## src/rtl/zeroriscy_ex_mc_seq_if.sv

```systemverilog
// Handshake/data bundle between ID/EX control, the multi-cycle units and the sequencer.
// Latency: none, this is wiring only.
// Backpressure: ex_ready_o stalls ID; en_i is held by ID until ex_ready_o.
interface zeroriscy_ex_mc_seq_if #(
  parameter int NUM_UNITS  = 3,
  parameter int DATA_WIDTH = 32
);
  // ID-stage side
  logic [NUM_UNITS-1:0]            en_i;
  logic                            flush_i;
  logic [DATA_WIDTH-1:0]           alu_result_i;
  // multi-cycle unit side
  logic [NUM_UNITS-1:0]            unit_ready_i;
  logic [NUM_UNITS*DATA_WIDTH-1:0] unit_result_i;
  logic [NUM_UNITS-1:0]            unit_start_o;
  // EX-stage results and status
  logic [DATA_WIDTH-1:0]           result_o;
  logic                            ex_ready_o;
  logic                            busy_o;
  logic                            timeout_o;
  logic                            sel_err_o;

  // Environment that drives requests and unit responses
  modport master (
    output en_i, flush_i, alu_result_i, unit_ready_i, unit_result_i,
    input  unit_start_o, result_o, ex_ready_o, busy_o, timeout_o, sel_err_o
  );

  // The sequencer itself
  modport slave (
    input  en_i, flush_i, alu_result_i, unit_ready_i, unit_result_i,
    output unit_start_o, result_o, ex_ready_o, busy_o, timeout_o, sel_err_o
  );
endinterface

```

## src/rtl/zeroriscy_ex_mc_seq.sv

```systemverilog
// EX-stage sequencer: one outstanding op across NUM_UNITS multi-cycle units, with flush and watchdog.
// Latency: ALU ops 0 cycles; unit op ready at cycle L gives ex_ready_o at L+1 (min 3 cycles total).
// Backpressure: ex_ready_o low while an op is outstanding; flush_i aborts to IDLE with no writeback.
module zeroriscy_ex_mc_seq #(
  parameter int NUM_UNITS      = 3,
  parameter int DATA_WIDTH     = 32,
  parameter int TIMEOUT_CYCLES = 64,
  parameter int IDX_W          = (NUM_UNITS > 1) ? $clog2(NUM_UNITS) : 1
) (
  input logic                  clk,
  input logic                  rst,
  zeroriscy_ex_mc_seq_if.slave bus
);

  // Counter only needs to reach TIMEOUT_CYCLES-1; with the watchdog off it saturates at all-ones.
  localparam int               CNT_W    = (TIMEOUT_CYCLES > 1) ? $clog2(TIMEOUT_CYCLES) : 1;
  localparam logic [CNT_W-1:0] CNT_LAST = CNT_W'(TIMEOUT_CYCLES - 1);
  localparam bit               WDOG_EN  = (TIMEOUT_CYCLES != 0);

  typedef enum logic [1:0] {
    IDLE = 2'd0,
    RUN  = 2'd1,
    DONE = 2'd2
  } state_e;

  state_e                state_q;
  logic [IDX_W-1:0]      idx_q;
  logic [DATA_WIDTH-1:0] result_q;
  logic [CNT_W-1:0]      cnt_q;

  logic [DATA_WIDTH-1:0] unit_res [NUM_UNITS];
  logic [IDX_W-1:0]      pick_idx;
  logic                  any_en;
  logic                  multi_en;
  logic                  sel_ready;
  logic [DATA_WIDTH-1:0] sel_result;
  logic                  wdog_hit;

  logic [NUM_UNITS-1:0]  unit_start;
  logic [DATA_WIDTH-1:0] result;
  logic                  ex_ready;
  logic                  busy;
  logic                  timeout;
  logic                  sel_err;

  // Split the flat result bus into per-unit words
  for (genvar g = 0; g < NUM_UNITS; g++) begin : g_unpack
    assign unit_res[g] = bus.unit_result_i[g*DATA_WIDTH +: DATA_WIDTH];
  end

  // Lowest set enable wins; scan from the top so the lowest index is written last
  always_comb begin
    pick_idx = '0;
    for (int i = NUM_UNITS - 1; i >= 0; i--) begin
      if (bus.en_i[i]) pick_idx = IDX_W'(i);
    end
  end

  assign any_en   = |bus.en_i;
  // Clearing the lowest set bit leaves something only if two or more bits were set
  assign multi_en = (bus.en_i & (bus.en_i - NUM_UNITS'(1))) != '0;

  // Only the latched unit's handshake matters while running
  assign sel_ready  = bus.unit_ready_i[idx_q];
  assign sel_result = unit_res[idx_q];
  assign wdog_hit   = WDOG_EN && (cnt_q == CNT_LAST) && !sel_ready;

  // Sequencer state, latched unit index, captured result and watchdog counter
  always_ff @(posedge clk) begin
    if (rst) begin
      state_q  <= IDLE;
      idx_q    <= '0;
      result_q <= '0;
      cnt_q    <= '0;
    end else if (bus.flush_i) begin
      // Abort wins over ready and timeout; result and counter are left untouched
      state_q <= IDLE;
    end else begin
      case (state_q)
        IDLE: begin
          if (any_en) begin
            idx_q   <= pick_idx;
            cnt_q   <= '0;
            state_q <= RUN;
          end
        end
        RUN: begin
          if (sel_ready) begin
            result_q <= sel_result;
            state_q  <= DONE;
          end else if (wdog_hit) begin
            result_q <= '0;
            state_q  <= DONE;
          end else if (cnt_q != CNT_LAST) begin
            cnt_q <= cnt_q + CNT_W'(1);
          end
        end
        DONE: begin
          state_q <= IDLE;
        end
        default: begin
          state_q <= IDLE;
        end
      endcase
    end
  end

  // Outputs follow the current state; everything is forced low while in reset
  always_comb begin
    unit_start = '0;
    result     = '0;
    ex_ready   = 1'b0;
    busy       = 1'b0;
    timeout    = 1'b0;
    sel_err    = 1'b0;
    if (!rst) begin
      case (state_q)
        IDLE: begin
          result  = bus.alu_result_i;
          sel_err = multi_en;
          if (!bus.flush_i) begin
            if (any_en) begin
              unit_start = NUM_UNITS'(1) << pick_idx;
            end else begin
              ex_ready = 1'b1;
            end
          end
        end
        RUN: begin
          busy    = 1'b1;
          timeout = wdog_hit && !bus.flush_i;
        end
        DONE: begin
          result   = result_q;
          ex_ready = !bus.flush_i;
        end
        default: begin
          result = '0;
        end
      endcase
    end
  end

  assign bus.unit_start_o = unit_start;
  assign bus.result_o     = result;
  assign bus.ex_ready_o   = ex_ready;
  assign bus.busy_o       = busy;
  assign bus.timeout_o    = timeout;
  assign bus.sel_err_o    = sel_err;

endmodule

```

## src/flat_wrapper.sv

```systemverilog
// flat-port wrapper written by rule: the top's interface ports become plain ports
module zeroriscy_ex_mc_seq_flat 
#(
  parameter int NUM_UNITS      = 3,
  parameter int DATA_WIDTH     = 32,
  parameter int TIMEOUT_CYCLES = 64,
  parameter int IDX_W          = (NUM_UNITS > 1) ? $clog2(NUM_UNITS) : 1
)
  (clk, rst, bus_en_i, bus_flush_i, bus_alu_result_i, bus_unit_ready_i, bus_unit_result_i, bus_unit_start_o, bus_result_o, bus_ex_ready_o, bus_busy_o, bus_timeout_o, bus_sel_err_o);
  zeroriscy_ex_mc_seq_if #(.NUM_UNITS(NUM_UNITS), .DATA_WIDTH(DATA_WIDTH)) bus_i ();
  input logic clk;
  input logic rst;
  input wire logic [$bits(bus_i.en_i)-1:0] bus_en_i;
  input wire logic [$bits(bus_i.flush_i)-1:0] bus_flush_i;
  input wire logic [$bits(bus_i.alu_result_i)-1:0] bus_alu_result_i;
  input wire logic [$bits(bus_i.unit_ready_i)-1:0] bus_unit_ready_i;
  input wire logic [$bits(bus_i.unit_result_i)-1:0] bus_unit_result_i;
  output wire logic [$bits(bus_i.unit_start_o)-1:0] bus_unit_start_o;
  output wire logic [$bits(bus_i.result_o)-1:0] bus_result_o;
  output wire logic [$bits(bus_i.ex_ready_o)-1:0] bus_ex_ready_o;
  output wire logic [$bits(bus_i.busy_o)-1:0] bus_busy_o;
  output wire logic [$bits(bus_i.timeout_o)-1:0] bus_timeout_o;
  output wire logic [$bits(bus_i.sel_err_o)-1:0] bus_sel_err_o;
  assign bus_i.en_i = bus_en_i;
  assign bus_i.flush_i = bus_flush_i;
  assign bus_i.alu_result_i = bus_alu_result_i;
  assign bus_i.unit_ready_i = bus_unit_ready_i;
  assign bus_i.unit_result_i = bus_unit_result_i;
  assign bus_unit_start_o = bus_i.unit_start_o;
  assign bus_result_o = bus_i.result_o;
  assign bus_ex_ready_o = bus_i.ex_ready_o;
  assign bus_busy_o = bus_i.busy_o;
  assign bus_timeout_o = bus_i.timeout_o;
  assign bus_sel_err_o = bus_i.sel_err_o;
  zeroriscy_ex_mc_seq #(.NUM_UNITS(NUM_UNITS), .DATA_WIDTH(DATA_WIDTH), .TIMEOUT_CYCLES(TIMEOUT_CYCLES), .IDX_W(IDX_W)) u_core (.clk(clk), .rst(rst), .bus(bus_i));
endmodule
```

## config.mk

```make
export PLATFORM = sky130hd
export DESIGN_NAME = zeroriscy_ex_mc_seq_flat
export DESIGN_NICKNAME = d
export VERILOG_FILES = /design/src/rtl/zeroriscy_ex_mc_seq_if.sv /design/src/rtl/zeroriscy_ex_mc_seq.sv /design/src/flat_wrapper.sv
export SDC_FILE = /design/constraint.sdc
export NUM_CORES = 1
export LEC_CHECK = 0
export BUFFER_PORTS_ARGS = -buffer_cell sky130_fd_sc_hd__buf_2
export CORE_UTILIZATION = 35
export DETAILED_ROUTE_END_ITERATION = 10
export PLACE_DENSITY = 0.77
export SLEW_MARGIN = 20
export SYNTH_ARGS = -nofsm -noshare
export SYNTH_HDL_FRONTEND = slang
export SYNTH_SLANG_ARGS = --single-unit
export TNS_END_PERCENT = 30
```

## constraint.sdc

```tcl
create_clock -name clk -period 3.8 [get_ports clk]
set_input_delay 0.57 -clock clk [delete_from_list [all_inputs] [get_ports clk]]
set_output_delay 0.57 -clock clk [all_outputs]
set_load 0.02 [all_outputs]
```

==> flow_summary.json, run 1 <==
{
  "timing.final.crit_period_ns": 2.58,
  "use_met2_pct": 39.6,
  "crit_arrival_ns": 2.01,
  "syn-num-nets": 430,
  "cts_setup_buffers": 0,
  "core_area_mm2": 0.00698,
  "rsz0062_at_grt": "false",
  "fmax_mhz": 387,
  "cts-htree-levels": 2,
  "viasPerCell": 5.25,
  "syn_to_final_growth_pct": 41.1,
  "cp-end-kind": "primary output",
  "min_path_type": "reg2reg",
  "drc": 0,
  "final_cells": 551,
  "reg2regPathDepth": 6,
  "p_int_uw": 858,
  "cts_made_buffers": 5,
  "use_met3_pct": 3.68,
  "clk_pin_slew_worst_paths_ns": 0.08,
  "max_cap_viol_count": 0,
  "worst_slack_ns": 1.22,
  "syn_avg_cell_area_um2": 8.87,
  "clockPowerShare_pct": 37.2,
  "via_count": 2894,
  "final-setup-viol-count": 0,
  "slew_violations": 0,
  "rows": 30,
  "sw_frac_of_total_pct": 26.4,
  "die_height_um": 88.0,
  "dp_slack_ns": 1.38,
  "dpl.hpwl_um": 6170,
  "path_max_fanout": 20,
  "hold_violations": 0,
  "synth_top_flop_cell": "dfxtp_1",
  "fillers": 690,
  "grt.busiest_layer": "met2",
  "n_antenna_cell": 0,
  "whs_ns": 0.484,
  "synth_area_leaders": "dfxtp_1, a22o_1, mux2i_1, o21ai_0, nand2_1",
  "comb_power_share_pct": 22.8,
  "final_antenna_net_count": 0,
  "status": "completed",
  "rr_startpoint": "u_core.idx_q[1]",
  "slew_headroom_pct": 53.0,
  "root_buffer": "clkbuf_8",
  "yosys_warnings": 0,
  "synthDistinctLibCells": 42,
  "post-route-period-util_pct": 68.0,
  "multiInputGateArea_mm2": 0.00161,
  "power.leakage_uw": 0.00173,
  "cts_resized": 0,
  "antenna_found_initial": 0,
  "fin_skew_ns": 0.00294,
  "synth_cells": 292,
  "initial_core_util_pct": 37.1,
  "wl_um": 8100,
  "synth_edf_count": 0,
  "grt_pass1_vias": 2725,
  "nets": 592,
  "reg2reg_slack_ns": 1.36,
  "drt_first_pass_iters": 4,
  "place_congestion": 0.847,
  "routedWlPerCell_um": 14.7,
  "grt_first_pass_wirelength_um": 12500,
  "synth-seq-cells": 42,
  "insertion_delay_ns": 0.29,
  "tightest_slew_ns": 0.703,
  "drt_iter0_drc": 75,
  "register_area_um2": 842,
  "grt_max_degree": 33,
  "synth_most_common_cell": "a22o_1",
  "reg2reg_to": "u_core.result_q[8]",
  "power.switching_uw": 309,
  "clockBufferDepth": 2,
  "synth_seq_area_share_pct": 32.5,
  "cts_tree": "yes",
  "io_buffers": 175,
  "clock_sinks": 42,
  "drive_gt1_share_pct": 44.2,
  "io_pins": 176,
  "power.density_mw_per_mm2": 319,
  "dp.cells": 543,
  "yosysTopAreaCell": "dfxtp_1",
  "yosysTopAreaCellShare_pct": 32.5,
  "yosys-top-cells-count": "a22o_1, dfxtp_1, nand2_1",
  "vdd_drop_max_mv": 0.132,
  "min_to": "u_core.result_q[6]",
  "met1_usage_pct": 23.9,
  "hp-start": "u_core.result_q[6]",
  "track_usage_pct": 20.8,
  "cts_hold_buf": 0,
  "crit_required_ns": 3.23,
  "die_w_um": 88.0,
  "grt_overflow_total": 0,
  "startpoint_type": "register",
  "dieArea_mm2": 0.00775,
  "pwr-share-seq_pct": 40.0,
  "fin_tns_setup_ns": 0,
  "synthesis.area_mm2": 0.00259,
  "synthArstFlopShare_pct": 0,
  "hold_depth": 1,
  "setup.worst_path.class": "reg2out"
}
-- how the worst max path moves through the flow --
stage	start	end	slack (ns)	cells after the start
floorplan	bus_en_i[0]	bus_ex_ready_o	1.11	2
global placement	rst	bus_timeout_o	1.48	5
detailed placement	u_core.idx_q[1]	u_core.result_q[8]	1.38	6
CTS	u_core.idx_q[1]	bus_timeout_o	1.19	4
global route	u_core.idx_q[1]	bus_timeout_o	1.08	4
finish	u_core.idx_q[1]	bus_timeout_o	1.22	4
-- kinds of logic (layout without fill, tap and decap cells) --
| group | Yosys count | count (layout) | share of synthesized area [%] |
|---|---|---|---|
| AND/OR/NAND/NOR | 69 | 69 | 13.5 |
| flip-flops | 42 | 42 | 32.5 |
| AO/OA/AOI/OAI | 118 | 118 | 34.4 |
| adder cells (fa/ha/maj) | 1 | 1 | 0.483 |
| buffers and inverters | 29 | 192 | 6.18 |
| multiplexers | 33 | 33 | 12.9 |
-- cell usage in the layout (no fill, tap or decap), types with 2 or more instances in the layout --
cell	synthesis	final
a21o_1	4	4
a21oi_1	2	2
bufinv_16	0	2
nand2_1	37	37
mux2i_1	32	32
buf_4	0	8
nand2b_1	2	2
nor2_1	5	5
dfxtp_1	42	41
buf_2	11	175
clkbuf_8	0	6
nor3b_1	2	2
nor3_2	1	3
o21ai_0	33	33
o31ai_1	2	2
a22o_1	65	65
nand3_1	4	4
o211ai_1	2	2
nor3_1	6	4
and2_1	2	2
-- critical path, cell delays in order (launching register included) --
cell,delay [ns]
dfxtp_1,0.73
buf_4,0.34
o211ai_1,0.23
nor3_1,0.21
buf_2,0.20
-- flip-flops by register name, indices dropped and copies added (netlist names) --
| name | count |
|---|---|
| u_core.cnt_q | 6 |
| u_core.result_q | 32 |
| u_core.idx_q | 2 |
| u_core.state_q | 2 |
-- routing by layer --
metal | vias to the layer above | wire, um
met5 | - | 0
met4 | 0 | 111
met3 | 8 | 632
met2 | 138 | 4040
met1 | 1311 | 3320
li1 | 1437 | -
-- area by class of cell --
type	count	area share (%)
Sequential cell	42	23.0
Timing Repair Buffer	183	25.6
Clock buffer	6	2.26
Inverter	1	0.103
Multi-Input combinational cell	221	44.0
Clock inverter	2	1.64
Tap cell	96	3.29
-- per-stage QoR --
step	utilization, %	cell area [um2]	power, uW
2_1_floorplan	-	2590	624
5_1_grt	52.3	3650	1230
4_1_cts	52.3	3650	1180
3_5_place_dp	50.3	3510	744
6_report	52.3	3650	1170
3_3_place_gp	50.3	3510	739
-- power groups by stage --
stage	Combinational [uW]	Clock, uW	Sequential, uW
6_report	266	434	467
5_1_grt	291	468	469
4_1_cts	268	447	467
3_5_place_dp	267	0	477
3_3_place_gp	262	0	477
2_1_floorplan	159	0	465
Power figures use the tool's default switching activity.
==> inputs of run 2 (changes only) <==
PLACE_DENSITY = 0.8   (was 0.77)
clock period = 2.3 ns   (was 3.8 ns; I/O delays follow)
==> run 2 against run 1 <==
  * Global-route usage shrank 0.62 points
  * Critical path depth rose by 1
  * Final area grew 0.24%
  * Critical path type unchanged
  * Critical endpoint is now bus_result_o[24]
==> flow_summary.json, run 2 (synthesis gave the netlist of run 1 again) <==
{
  "final-setup-viol-count": 0,
  "min_to": "u_core.result_q[4]",
  "die_w_um": 88.0,
  "setup.worst_path.class": "reg2out",
  "drt_iter0_drc": 204,
  "status": "completed",
  "drt_first_pass_iters": 4,
  "grt_pass1_vias": 2695,
  "path_max_fanout": 18,
  "crit_arrival_ns": 1.80,
  "hold_depth": 4,
  "rr_startpoint": "u_core.cnt_q[0]",
  "grt_overflow_total": 0,
  "grt_max_degree": 25,
  "max_cap_viol_count": 0,
  "startpoint_type": "register",
  "nets": 597,
  "io_pins": 176,
  "fin_skew_ns": 0.00152,
  "clk_pin_slew_worst_paths_ns": 0.08,
  "reg2reg_slack_ns": 0.23,
  "clockBufferDepth": 2,
  "root_buffer": "clkbuf_8",
  "crit_required_ns": 1.96,
  "regMostFlops": "u_core.result_q",
  "top_regs": "u_core.result_q: 32 flops, u_core.cnt_q: 6 flops",
  "track_usage_pct": 20.2,
  "slew_violations": 0,
  "cts_tree": "yes",
  "drive_gt1_share_pct": 44.9,
  "slew_headroom_pct": 27.0,
  "postPlaceCellArea_mm2": 0.00354,
  "syn_to_final_growth_pct": 41.4,
  "clock_sinks": 42,
  "dieArea_mm2": 0.00775,
  "cp-end-kind": "primary output",
  "via_count": 2905,
  "timing.final.crit_period_ns": 2.14,
  "stdcell_area_mm2": 0.00366,
  "hold_violations": 0,
  "fin_tns_setup_ns": 0,
  "final_util_pct": 52.5,
  "core_area_mm2": 0.00698,
  "hp-start": "bus_unit_result_i[68]",
  "place_congestion": 0.773,
  "largest_reg_flops": 32,
  "dpl.hpwl_um": 6150,
  "fmax_mhz": 466,
  "drc": 0,
  "post-route-period-util_pct": 93.2,
  "n_antenna_cell": 0,
  "vdd_drop_max_mv": 0.246,
  "die_height_um": 88.0,
  "final_common_cell": "buf_2",
  "cts-htree-levels": 2,
  "reg2regPathDepth": 6,
  "reg2reg_to": "u_core.result_q[29]",
  "tightest_slew_ns": 1.09,
  "power.density_mw_per_mm2": 494,
  "min_path_type": "in2reg",
  "rsz0062_at_grt": "false",
  "io_buffers": 175,
  "final_cell_mix": "buf_2, a22o_1, dfxtp_1",
  "routedWlPerCell_um": 14.4,
  "viasPerCell": 5.23,
  "final_antenna_net_count": 0,
  "rows": 30,
  "power.leakage_uw": 0.00174,
  "antenna_found_initial": 0,
  "initial_core_util_pct": 37.1,
  "cts_made_buffers": 5,
  "insertion_delay_ns": 0.29,
  "grt_first_pass_wirelength_um": 12200,
  "wl_um": 7990
}
-- run 2: cell count changes in the layout (fill, tap and decap cells not counted), sizes merged --
cell and change:
buf +5, bufinv -1
-- run 2: power breakdown --
group | internal (uW) | total, uW | switching, uW
clock network | 347 | 593 | 245
registers | 745 | 762 | 17.2
logic | 214 | 452 | 238
total | 1310 | 1810 | 501
-- run 2: per-layer routing --
layer  vias up  track usage (%)  part of all wire, %
met5         -                0                    0
met2       130             36.2                   50
met3        14             4.24                  6.0
li1       1444                -                    -
met4         0             7.33                  1.7
met1      1317             23.7                   43
-- run 2: critical path, cell delays in order (launching register included) --
cell and delay, ns:
dfxtp_1 0.53, inv_1 0.12, nor3_2 0.22, buf_4 0.29, a22o_1 0.19, buf_2 0.16
-- run 2: layout make-up --
class | count | area [um2]
multi-input combinational | 221 | 1610
inverter | 1 | 3.75
clock buffer | 6 | 82.6
fill | 672 | 3320
clock inverter | 1 | 30.0
tap | 96 | 120
sequential | 42 | 843
timing repair buffer | 188 | 973
-- run 2: worst max path at each step --
| stage | slack [ns] | cells after the start | from | end |
|---|---|---|---|---|
| 2_1_floorplan | 0.06 | 2 | bus_en_i[0] | bus_ex_ready_o |
| 3_3_place_gp | 0.33 | 5 | u_core.idx_q[1] | u_core.result_q[10] |
| 3_5_place_dp | 0.24 | 6 | u_core.cnt_q[0] | u_core.result_q[29] |
| 4_1_cts | 0.03 | 4 | u_core.state_q[0] | bus_timeout_o |
| 5_1_grt | 0.03 | 5 | u_core.state_q[1] | bus_result_o[24] |
| 6_report | 0.16 | 5 | u_core.state_q[1] | bus_result_o[24] |
-- run 2: through the flow --
stage | hold slack, ns | total power, uW | cells | setup WS (ns)
floorplan | 0.443 | 1030 | 292 | 0.0570
finish | 0.362 | 1810 | 555 | 0.156
global route | 0.366 | 1900 | 555 | 0.0277
CTS | 0.350 | 1830 | 554 | 0.0291
global placement | 0.461 | 1220 | 547 | 0.332
detailed placement | 0.462 | 1230 | 547 | 0.240
-- run 2: repair_timing --
action                     in CTS  in global routing
gates resized for setup         0                  1
buffers inserted                0                  1
setup endpoints to repair       0                  1
hold buffers                    0                  0
